--- config.mk ---
export PLATFORM = sky130hd
export DESIGN_NAME = ins_fetch_unit
export DESIGN_NICKNAME = d
export VERILOG_FILES = /design/src/rtl/core101_pkg.sv /design/src/rtl/fetch_buffer.sv /design/src/rtl/ins_fetch_unit.sv
export SDC_FILE = /design/constraint.sdc
export NUM_CORES = 1
export LEC_CHECK = 0
export ABC_AREA = 0
export BUFFER_PORTS_ARGS = -buffer_cell sky130_fd_sc_hd__buf_2
export CORE_MARGIN = 1
export CORE_UTILIZATION = 50
export CTS_CLUSTER_DIAMETER = 120
export CTS_CLUSTER_SIZE = 20
export DETAILED_ROUTE_END_ITERATION = 10
export GPL_ROUTABILITY_DRIVEN = 0
export GPL_TIMING_DRIVEN = 0
export PLACE_DENSITY = 0.81
export REMOVE_ABC_BUFFERS = 1
export SLEW_MARGIN = 25
export SYNTH_ARGS = -nofsm -noshare
export SYNTH_HDL_FRONTEND = slang
export SYNTH_SLANG_ARGS = --single-unit
--- constraint.sdc ---
create_clock -name clock_in -period 2.6 [get_ports clock_in]
set_input_delay 0.39 -clock clock_in [delete_from_list [all_inputs] [get_ports clock_in]]
set_output_delay 0.39 -clock clock_in [all_outputs]
set_load 0.01 [all_outputs]
--- src/rtl/core101_pkg.sv ---
// Shared core constants and the fetch FSM state encoding.
package core101_pkg;

    localparam int                XLEN       = 32;
    localparam logic [XLEN-1:0]   RESET_ADDR = 32'h0000_0000;
    localparam int                INS_BYTES  = 4;

    // Fetch FSM: REQ issues normally, DROP waits out a request made stale by a redirect.
    typedef enum logic [0:0] {
        FETCH_REQ  = 1'b0,
        FETCH_DROP = 1'b1
    } fetch_state_e;

endpackage

--- src/rtl/fetch_buffer.sv ---
// Synchronous FIFO of {pc, instruction} entries between the memory port and decode.
// The head word is held in a register so decode sees registered outputs; while the
// FIFO is empty the head register keeps the last delivered entry.
module fetch_buffer #(
    parameter  int WIDTH = 64,
    parameter  int DEPTH = 2,
    localparam int CNT_W = $clog2(DEPTH + 1),
    localparam int PTR_W = (DEPTH > 1) ? $clog2(DEPTH) : 1
) (
    input  logic             clk,
    input  logic             rst_n,
    input  logic             flush,
    input  logic             push,
    input  logic [WIDTH-1:0] push_data,
    input  logic             pop,
    output logic             head_valid,
    output logic [WIDTH-1:0] head_data,
    output logic [CNT_W-1:0] count
);

    logic [WIDTH-1:0] mem_r [DEPTH];
    logic [WIDTH-1:0] mem_s [DEPTH];
    logic [PTR_W-1:0] wr_ptr_r, wr_ptr_s;
    logic [PTR_W-1:0] rd_ptr_r, rd_ptr_s;
    logic [CNT_W-1:0] cnt_r, cnt_s;
    logic             head_valid_r;
    logic [WIDTH-1:0] head_data_r, head_data_s;
    logic             do_push_s;
    logic             do_pop_s;

    // Circular pointer advance with wrap at DEPTH-1 (DEPTH need not be a power of two).
    function automatic logic [PTR_W-1:0] ptr_inc(input logic [PTR_W-1:0] p);
        if (p == PTR_W'(DEPTH - 1)) begin
            return {PTR_W{1'b0}};
        end else begin
            return p + PTR_W'(1);
        end
    endfunction

    // Next-state of storage, pointers, count and the head register.
    always_comb begin
        mem_s     = mem_r;
        wr_ptr_s  = wr_ptr_r;
        rd_ptr_s  = rd_ptr_r;
        cnt_s     = cnt_r;
        do_push_s = 1'b0;
        do_pop_s  = 1'b0;
        if (flush) begin
            wr_ptr_s = {PTR_W{1'b0}};
            rd_ptr_s = {PTR_W{1'b0}};
            cnt_s    = {CNT_W{1'b0}};
        end else begin
            do_pop_s  = pop && (cnt_r != {CNT_W{1'b0}});
            do_push_s = push && ((cnt_r < CNT_W'(DEPTH)) || do_pop_s);
            if (do_push_s) begin
                mem_s[wr_ptr_r] = push_data;
                wr_ptr_s        = ptr_inc(wr_ptr_r);
            end else begin
                wr_ptr_s = wr_ptr_r;
            end
            if (do_pop_s) begin
                rd_ptr_s = ptr_inc(rd_ptr_r);
            end else begin
                rd_ptr_s = rd_ptr_r;
            end
            if (do_push_s && !do_pop_s) begin
                cnt_s = cnt_r + CNT_W'(1);
            end else if (!do_push_s && do_pop_s) begin
                cnt_s = cnt_r - CNT_W'(1);
            end else begin
                cnt_s = cnt_r;
            end
        end
        if (cnt_s != {CNT_W{1'b0}}) begin
            head_data_s = mem_s[rd_ptr_s];
        end else begin
            head_data_s = head_data_r;
        end
    end

    // FIFO state and registered head outputs.
    always_ff @(posedge clk) begin
        if (!rst_n) begin
            for (int i = 0; i < DEPTH; i++) begin
                mem_r[i] <= {WIDTH{1'b0}};
            end
            wr_ptr_r     <= {PTR_W{1'b0}};
            rd_ptr_r     <= {PTR_W{1'b0}};
            cnt_r        <= {CNT_W{1'b0}};
            head_valid_r <= 1'b0;
            head_data_r  <= {WIDTH{1'b0}};
        end else begin
            mem_r        <= mem_s;
            wr_ptr_r     <= wr_ptr_s;
            rd_ptr_r     <= rd_ptr_s;
            cnt_r        <= cnt_s;
            head_valid_r <= (cnt_s != {CNT_W{1'b0}});
            head_data_r  <= head_data_s;
        end
    end

    assign head_valid = head_valid_r;
    assign head_data  = head_data_r;
    assign count      = cnt_r;

endmodule

--- src/rtl/ins_fetch_unit.sv ---
// Instruction fetch unit: initiator on the instruction-memory valid/ready port,
// PC sequencing with redirects, and a small buffer feeding decode.
module ins_fetch_unit #(
    parameter int              XLEN       = core101_pkg::XLEN,
    parameter logic [XLEN-1:0] RESET_ADDR = core101_pkg::RESET_ADDR,
    parameter int              BUF_DEPTH  = 2
) (
    input  logic            clock_in,
    input  logic            reset_n_in,
    output logic            ins_mem_valid_out,
    output logic [XLEN-1:0] ins_mem_addr_out,
    input  logic            ins_mem_ready_in,
    input  logic [XLEN-1:0] ins_mem_data_in,
    input  logic            redirect_valid_in,
    input  logic [XLEN-1:0] redirect_addr_in,
    output logic            fetch_valid_out,
    output logic [XLEN-1:0] fetch_ins_out,
    output logic [XLEN-1:0] fetch_pc_out,
    input  logic            fetch_ready_in
);

    import core101_pkg::*;

    localparam int CNT_W = $clog2(BUF_DEPTH + 1);

    fetch_state_e        state_r, state_s;
    logic                mem_valid_r, mem_valid_s;
    logic [XLEN-1:0]     mem_addr_r, mem_addr_s;
    logic [XLEN-1:0]     pend_addr_r, pend_addr_s;
    logic [XLEN-1:0]     redir_addr_s;
    logic                xfer_s;
    logic                push_s;
    logic                pop_s;
    logic                flush_s;
    logic                buf_valid_s;
    logic [2*XLEN-1:0]   buf_data_s;
    logic [CNT_W-1:0]    buf_count_s;
    logic [CNT_W:0]      cnt_after_s;
    logic                slot_free_s;

    // A transfer happens whenever our request meets ready; data is valid that cycle.
    assign xfer_s       = mem_valid_r & ins_mem_ready_in;
    assign pop_s        = buf_valid_s & fetch_ready_in;
    // A redirect empties the buffer; in DROP it is already empty so this is harmless.
    assign flush_s      = redirect_valid_in;
    // Only transfers in normal issue with no redirect carry live instructions.
    assign push_s       = xfer_s & ~redirect_valid_in & (state_r == FETCH_REQ);
    assign redir_addr_s = {redirect_addr_in[XLEN-1:2], 2'b00};

    // Buffer occupancy as it will be after this edge, for the slot-guarantee issue rule.
    always_comb begin
        if (flush_s) begin
            cnt_after_s = {(CNT_W+1){1'b0}};
        end else if (push_s && !pop_s) begin
            cnt_after_s = {1'b0, buf_count_s} + (CNT_W+1)'(1);
        end else if (!push_s && pop_s) begin
            cnt_after_s = {1'b0, buf_count_s} - (CNT_W+1)'(1);
        end else begin
            cnt_after_s = {1'b0, buf_count_s};
        end
        slot_free_s = (cnt_after_s < (CNT_W+1)'(BUF_DEPTH));
    end

    // FSM state register.
    always_ff @(posedge clock_in) begin
        if (!reset_n_in) begin
            state_r <= FETCH_REQ;
        end else begin
            state_r <= state_s;
        end
    end

    // FSM next state: a redirect that catches a stalled request must wait it out in DROP.
    always_comb begin
        case (state_r)
            FETCH_REQ: begin
                if (redirect_valid_in && mem_valid_r && !ins_mem_ready_in) begin
                    state_s = FETCH_DROP;
                end else begin
                    state_s = FETCH_REQ;
                end
            end
            FETCH_DROP: begin
                if (ins_mem_ready_in) begin
                    state_s = FETCH_REQ;
                end else begin
                    state_s = FETCH_DROP;
                end
            end
            default: state_s = FETCH_REQ;
        endcase
    end

    // FSM outputs: next request valid/address and pending redirect target.
    always_comb begin
        mem_valid_s = mem_valid_r;
        mem_addr_s  = mem_addr_r;
        pend_addr_s = pend_addr_r;
        case (state_r)
            FETCH_REQ: begin
                if (redirect_valid_in) begin
                    if (mem_valid_r && !ins_mem_ready_in) begin
                        // Request must stay stable; remember where to go afterwards.
                        pend_addr_s = redir_addr_s;
                    end else begin
                        mem_addr_s  = redir_addr_s;
                        mem_valid_s = slot_free_s;
                    end
                end else begin
                    if (xfer_s) begin
                        mem_addr_s = mem_addr_r + XLEN'(INS_BYTES);
                    end else begin
                        mem_addr_s = mem_addr_r;
                    end
                    if (!mem_valid_r || xfer_s) begin
                        mem_valid_s = slot_free_s;
                    end else begin
                        mem_valid_s = 1'b1;
                    end
                end
            end
            FETCH_DROP: begin
                if (redirect_valid_in) begin
                    pend_addr_s = redir_addr_s;
                end else begin
                    pend_addr_s = pend_addr_r;
                end
                if (ins_mem_ready_in) begin
                    mem_addr_s  = redirect_valid_in ? redir_addr_s : pend_addr_r;
                    mem_valid_s = slot_free_s;
                end else begin
                    mem_valid_s = 1'b1;
                end
            end
            default: begin
                mem_valid_s = 1'b0;
            end
        endcase
    end

    // Request-side registers.
    always_ff @(posedge clock_in) begin
        if (!reset_n_in) begin
            mem_valid_r <= 1'b0;
            mem_addr_r  <= RESET_ADDR;
            pend_addr_r <= {XLEN{1'b0}};
        end else begin
            mem_valid_r <= mem_valid_s;
            mem_addr_r  <= mem_addr_s;
            pend_addr_r <= pend_addr_s;
        end
    end

    fetch_buffer #(
        .WIDTH (2 * XLEN),
        .DEPTH (BUF_DEPTH)
    ) u_fetch_buffer (
        .clk        (clock_in),
        .rst_n      (reset_n_in),
        .flush      (flush_s),
        .push       (push_s),
        .push_data  ({mem_addr_r, ins_mem_data_in}),
        .pop        (pop_s),
        .head_valid (buf_valid_s),
        .head_data  (buf_data_s),
        .count      (buf_count_s)
    );

    assign ins_mem_valid_out = mem_valid_r;
    assign ins_mem_addr_out  = mem_addr_r;
    assign fetch_valid_out   = buf_valid_s;
    assign fetch_pc_out      = buf_data_s[2*XLEN-1:XLEN];
    assign fetch_ins_out     = buf_data_s[XLEN-1:0];

endmodule

[Word-level counts from Yosys, hierarchy flattened]
Cells that the tools add are included.
Widths: inputs -> output; s select.
Storage, ports and cells
  word-level logic and storage cells: 95
  input port bits: 69
  register bits: 263
  output and inout port bits: 98
Operators by class
  equal/unequal tests: 5
  reductions and logical operators: 23
  bitwise gates (word level): 9
  order comparisons: 5
  multiplexer cells: 35
  $add $sub $neg: 7
Operators with widths (number)
  $mux 128: 2
  $mux 64: 4
  $mux 32: 7
  $bwmux 128: 1
  $pmux 32 s2: 2
  $demux 64 s1: 1
  $add 32x3->32 const B: 1
  $logic_and 1x1->1: 10
  $mux 1: 10
  $mux 3: 3
  $logic_not 1->1: 6
  $mux 2: 3
  $ne 3x3->1 const B: 2
  $and 1x1->1: 4
  $ge 2x2->1 const B: 2
  $ne 2x2->1 const B: 2
  $not 1->2: 2
  $pmux 1 s2: 2
  $reduce_bool 2->1: 2
  $add 2x1->3 const B: 1
  $lt 3x2->1 const B: 1
  $not 1->1: 3
  $reduce_and 3->1: 1
  $sub 2x1->3 const B: 1
  9 further kinds: 11

[Depth between registers and ports, before layout]
  word-level depth: 12
  depth in mapped cells: 10
  gate-level depth less buffers: 7

[Cells and area by module]
A second synthesis with hierarchy kept.
Unflattened totals
  cell total of the unflattened synthesis: 1237
  area total of the unflattened synthesis: 11081.9 um^2
By module, submodules not included
  fetch_buffer: cells each 735, area an instance 7478.4 um^2, seq. area each 3943.8 um^2, times used 1
  ins_fetch_unit: cells each 502, area an instance 3603.5 um^2, seq. area each 1321.3 um^2, times used 1

[Worst setup path before layout]
No wires, ideal clock.
  kind: flip-flop to flip-flop
  start point: reg u_fetch_buffer.cnt_r[0], in the netlist u_fetch_buffer.count[0]
  end point: reg u_fetch_buffer.head_data_r[54], in the netlist u_fetch_buffer.head_data[54]
  buffers on the path: 2
  period minus slack after synthesis: 2.195 ns
  stages on the path, launching flop included: 10
  required time: 2.472 ns
  arrival: 2.067 ns
  setup time: 0.128 ns
  setup slack: 0.405 ns
  path through: dfxtp_1 inv_1 ha_1 and3b_1 clkbuf_1 mux2_2 clkbuf_1 or3_1 o221ai_1 o21ai_0
Between the ends
  longest elaborated chain between the ends: 10
  elaborated cells between the ends (all ways): 23
  those cells by class: 2 x add/sub; 1 x order compare; 10 x mux; 1 x bitwise; 9 x reduce/logical
RTL lines
  start: declaration: RTL line fetch_buffer.sv:25  | logic [CNT_W-1:0] cnt_r, cnt_s;
  start signal: assignment: RTL line fetch_buffer.sv:89  | cnt_r <= {CNT_W{1'b0}};
  start signal: assignment: RTL line fetch_buffer.sv:96  | cnt_r <= cnt_s;
  parallel branches: the longest is 10 deep, another holds $lt 2x2->1
  end signal: assignment: RTL line fetch_buffer.sv:91  | head_data_r <= {WIDTH{1'b0}};
  end signal: assignment: RTL line fetch_buffer.sv:98  | head_data_r <= head_data_s;
  end: declaration: RTL line fetch_buffer.sv:27  | logic [WIDTH-1:0] head_data_r, head_data_s;
Parallel ways; which one is timed is not known. The select of a mux whose other input is x is not followed.
A chain may end at the register's enable or synchronous reset.

[Worst setup path in the final report]
  start point: reg u_fetch_buffer.cnt_r[1], in the netlist u_fetch_buffer.count[1]
  end point: reg u_fetch_buffer.head_data_r[19], in the netlist u_fetch_buffer.head_data[19]
The elaborated chain is that of the path after synthesis.

==> run summary <==
======================================================================================
Wire length reported by the detailed router .............................      37.2 mm
# Max-Cap Violations ....................................................            0
Slew at the pin with the worst max-slew slack ...........................     0.901 ns
Critical path start-end classification .................................. flip-flop to flip-flop
Master cell of the clock root buffer .................................... sky130_fd_sc_hd__clkbuf_16
Number of ports placed on the die boundary ..............................          167
Violations in the final reports ......................................... negative setup slack
Final sum of negative setup slack .......................................   -0.0144 ns
Number of enable-type register cells in the synthesized netlist .........            0
Total global routing track utilization ..................................        28.8%
H-Tree Depth ............................................................            1
Slew Limit Headroom .....................................................        39.4%
Starting density of the core ............................................        50.7%
Critical path's slowest cell ............................................ sky130_fd_sc_hd__a211oi_1
Detailed-route wire length per cell .....................................      19.6 µm
DRC violation total after the first TritonRoute iteration ...............        1,443
Fin Clk Skew ............................................................    0.0244 ns
Via/cell ratio ..........................................................         6.25
Power per Cell Area .....................................................   553 nW/µm²
Antenna violations before repair ........................................            3
Post-cts hold buffer count ..............................................            0
Sequential fraction of the synthesis area ...............................        44.4%
Worst VDD drop ..........................................................       286 µV
Floorplan die area ......................................................   24,400 µm²
GRT Residual Overflow ...................................................            0
First-pass GRT wire length ..............................................      56.3 mm
Final layout net count ..................................................        1,649
Most instantiated flip-flop cell in the synthesis netlist ............... sky130_fd_sc_hd__dfxtp_1
DRC Markers .............................................................            0
Crit. End Element .......................................................    flip-flop
Share of post-route cells with drive strength above 1 ...................        20.0%
Sequential standard cell area ...........................................     5270 µm²
Detailed-router iteration count before antenna repair ...................            6
Maximum buffer depth of the clock tree ..................................            3
Kind of path behind the tightest hold check ............................. input port to flip-flop
Worst-case hold slack ...................................................     0.126 ns
Share of flip-flops with an asynchronous set or reset ...................           0%
Final count of hold timing violations ...................................            0
HPWL after DPL ..........................................................      21.9 mm
Data arrival time of the critical path ..................................      3.00 ns
Final critical delay including setup and external delays ................      2.61 ns
Fill count ..............................................................        2,038
Post-route antenna net violation count ..................................            0
Largest cells by area after synthesis ................................... sky130_fd_sc_hd__dfxtp_1 (44%), sky130_fd_sc_hd__nand2_1 (12%), sky130_fd_sc_hd__a21oi_1 (8.6%)
Clock Latency Late Sink .................................................      0.50 ns
Status .................................................................. complete, but fails checks
Cell class contributing the biggest share of worst-path delay ........... compound AO/OA/AOI/OAI gates
Pin count of the biggest net entering global routing ....................          101
Vias in the first global route ..........................................       10,700
Overall via count from detail_route .....................................       11,900
Sink Count ..............................................................          263
DIE HEIGHT ..............................................................       156 µm
Count of buffer and inverter cells on the critical path .................            3
Die Wd ..................................................................       156 µm
Syn Inst Count ..........................................................        1,498
Final cycle utilization of the critical path ............................         100%
Area growth from synthesis to layout ....................................        16.7%
Core area ...............................................................   23,400 µm²
Yosys warning total .....................................................            0
Leakage .................................................................   0.00521 µW
Clock slew at reported path FFs .........................................      0.09 ns
Highest attainable clock frequency ......................................    0.383 GHz
Number of register bits inferred by synthesis ...........................          263
Number of distinct standard cells referenced by the synthesized netlist .           59
Number of buffers added by the clock tree synthesis step ................           17
Count of buffers from port buffering ....................................          164
Endpoint required time on the critical path .............................      2.99 ns
Multi-input combinational cell area .....................................     6120 µm²
Worst-path fanout max ...................................................           17
Endpoints failing setup .................................................            2
Share of the synthesized area in the top cell type ......................        44.4%
Number of rows created at floorplan .....................................           56
Number of pins with negative max-slew slack in the final report .........            0
Top cell type by total area after synthesis ............................. sky130_fd_sc_hd__dfxtp_1
Worst Setup Start Kind ..................................................    flip-flop
Per-instance average area after synthesis ...............................     7.92 µm²
Post-Syn Area ...........................................................   11,900 µm²
CP Cell Sequence ........................................................ inv_1, ha_1, and3b_2, a211oi_1, o21ai_4, buf_16, buf_8, o221ai_1, o21ai_2
Final worst slack .......................................................  -0.00775 ns
TritonCTS clock tree ....................................................          yes
Peak per-stage delay on the critical path ...............................      0.53 ns
======================================================================================
## Yosys cell counts (15+ instances only)
| cell type | count |
|---|---|
| sky130_fd_sc_hd__and3_1 | 15 |
| sky130_fd_sc_hd__o21ai_2 | 49 |
| sky130_fd_sc_hd__clkbuf_1 | 113 |
| sky130_fd_sc_hd__nand2_1 | 364 |
| sky130_fd_sc_hd__dfxtp_1 | 263 |
| sky130_fd_sc_hd__or3_1 | 68 |
| sky130_fd_sc_hd__buf_2 | 15 |
| sky130_fd_sc_hd__o211ai_1 | 73 |
| sky130_fd_sc_hd__nor2_1 | 38 |
| sky130_fd_sc_hd__buf_1 | 15 |
| sky130_fd_sc_hd__a21oi_1 | 204 |
| sky130_fd_sc_hd__o21ai_0 | 47 |
| sky130_fd_sc_hd__nand3_1 | 23 |
| sky130_fd_sc_hd__o221ai_1 | 64 |
## power breakdown
group          switching, µW  internal, µW
logic                    519           314
clock network           1390          1190
registers                132          4120
## logic make-up after synthesis
kind of cell               count (synthesis)  share of synthesized area [%]
AOI/OAI and AO/OA                        492                           27.1
xor gates and xnor gates                   5                          0.369
adders and majority gates                  4                          0.422
buffers and inverters                    164                           5.83
DFF                                      263                           44.4
muxes                                      9                          0.780
and+or+nand+nor                          561                           21.1
## registers in the layout, summed over array words and instances (netlist names)
name and cells:
u_fetch_buffer.head_data 64, u_fetch_buffer.count 2, pend_addr_r 32, u_fetch_buffer.wr_ptr_r 1, ins_mem_addr_out 32, u_fetch_buffer.mem_r 128, u_fetch_buffer.head_valid 1, ins_mem_valid_out 1
state_r 1, u_fetch_buffer.rd_ptr_r 1
## metal layers
layer | track usage [%] | vias to the layer above | wire length [µm]
li1 | - | 5503 | -
met1 | 37.2 | 5620 | 15000
met2 | 47.4 | 631 | 17500
met3 | 4.83 | 102 | 3480
met4 | 12.5 | 0 | 1240
met5 | 0 | - | 0
## layout make-up
type | instances | area share, %
multi-input cells | 1073 | 44.2
diodes | 3 | 0.0542
clock inverters | 1 | 0.145
inverters | 11 | 0.352
well taps | 319 | 2.88
flip-flops and latches | 263 | 38.1
repair buffers | 210 | 11.2
clock buffers | 17 | 3.07
## worst reg2reg max path, delay by kind of cell, from the launching register on
kind            cells  cell delay [ns]
compound gates      4             1.09
fa+ha+maj           1             0.19
buf+inv             3             0.58
flops               1             0.38
simple gates        1             0.27
## placed cells by master (no fill, tap or decap), drive strengths merged, types with 23 or more instances in the layout
cell and instances:
a21oi 204, buf 209, dfxtp 263, nand2 364, nand3 23, nor2 38, o211ai 73, o21ai 98
o221ai 64, or3 70
## final timing paths
kind                                  start                      endpoint  slack, ns  cells after the start
setup / recovery    u_fetch_buffer.count[1]  u_fetch_buffer.head_data[19]     -0.008                      9
hold / removal         redirect_addr_in[22]               pend_addr_r[22]       0.13                      3
setup reg to reg    u_fetch_buffer.count[1]  u_fetch_buffer.head_data[19]     -0.008                      9
hold reg to reg   u_fetch_buffer.mem_r[116]     u_fetch_buffer.mem_r[116]       0.45                      2
## through the flow
stage	area, µm²	instances	setup WS [ns]	total power (µW)	util, %
global route	13800	1897	-0.0889	7920	59.2
CTS	13700	1884	-0.0496	7660	58.5
detailed placement	13100	1855	-1.17	5110	56.0
floorplan	11200	1345	-2.97	4710	-
global placement	12400	1828	-6.13	5030	53.2
finish	13800	1897	-0.00775	7660	59.2
## timing repair
action / 4_1_cts / 5_1_grt
buffers inserted: 9 / 9
gates resized for setup: 9 / 8
endpoints found under the setup margin: 194 / 177
cloned: 2 / 1
pin swaps: 4 / 2
Power figures use the tool's default switching activity.
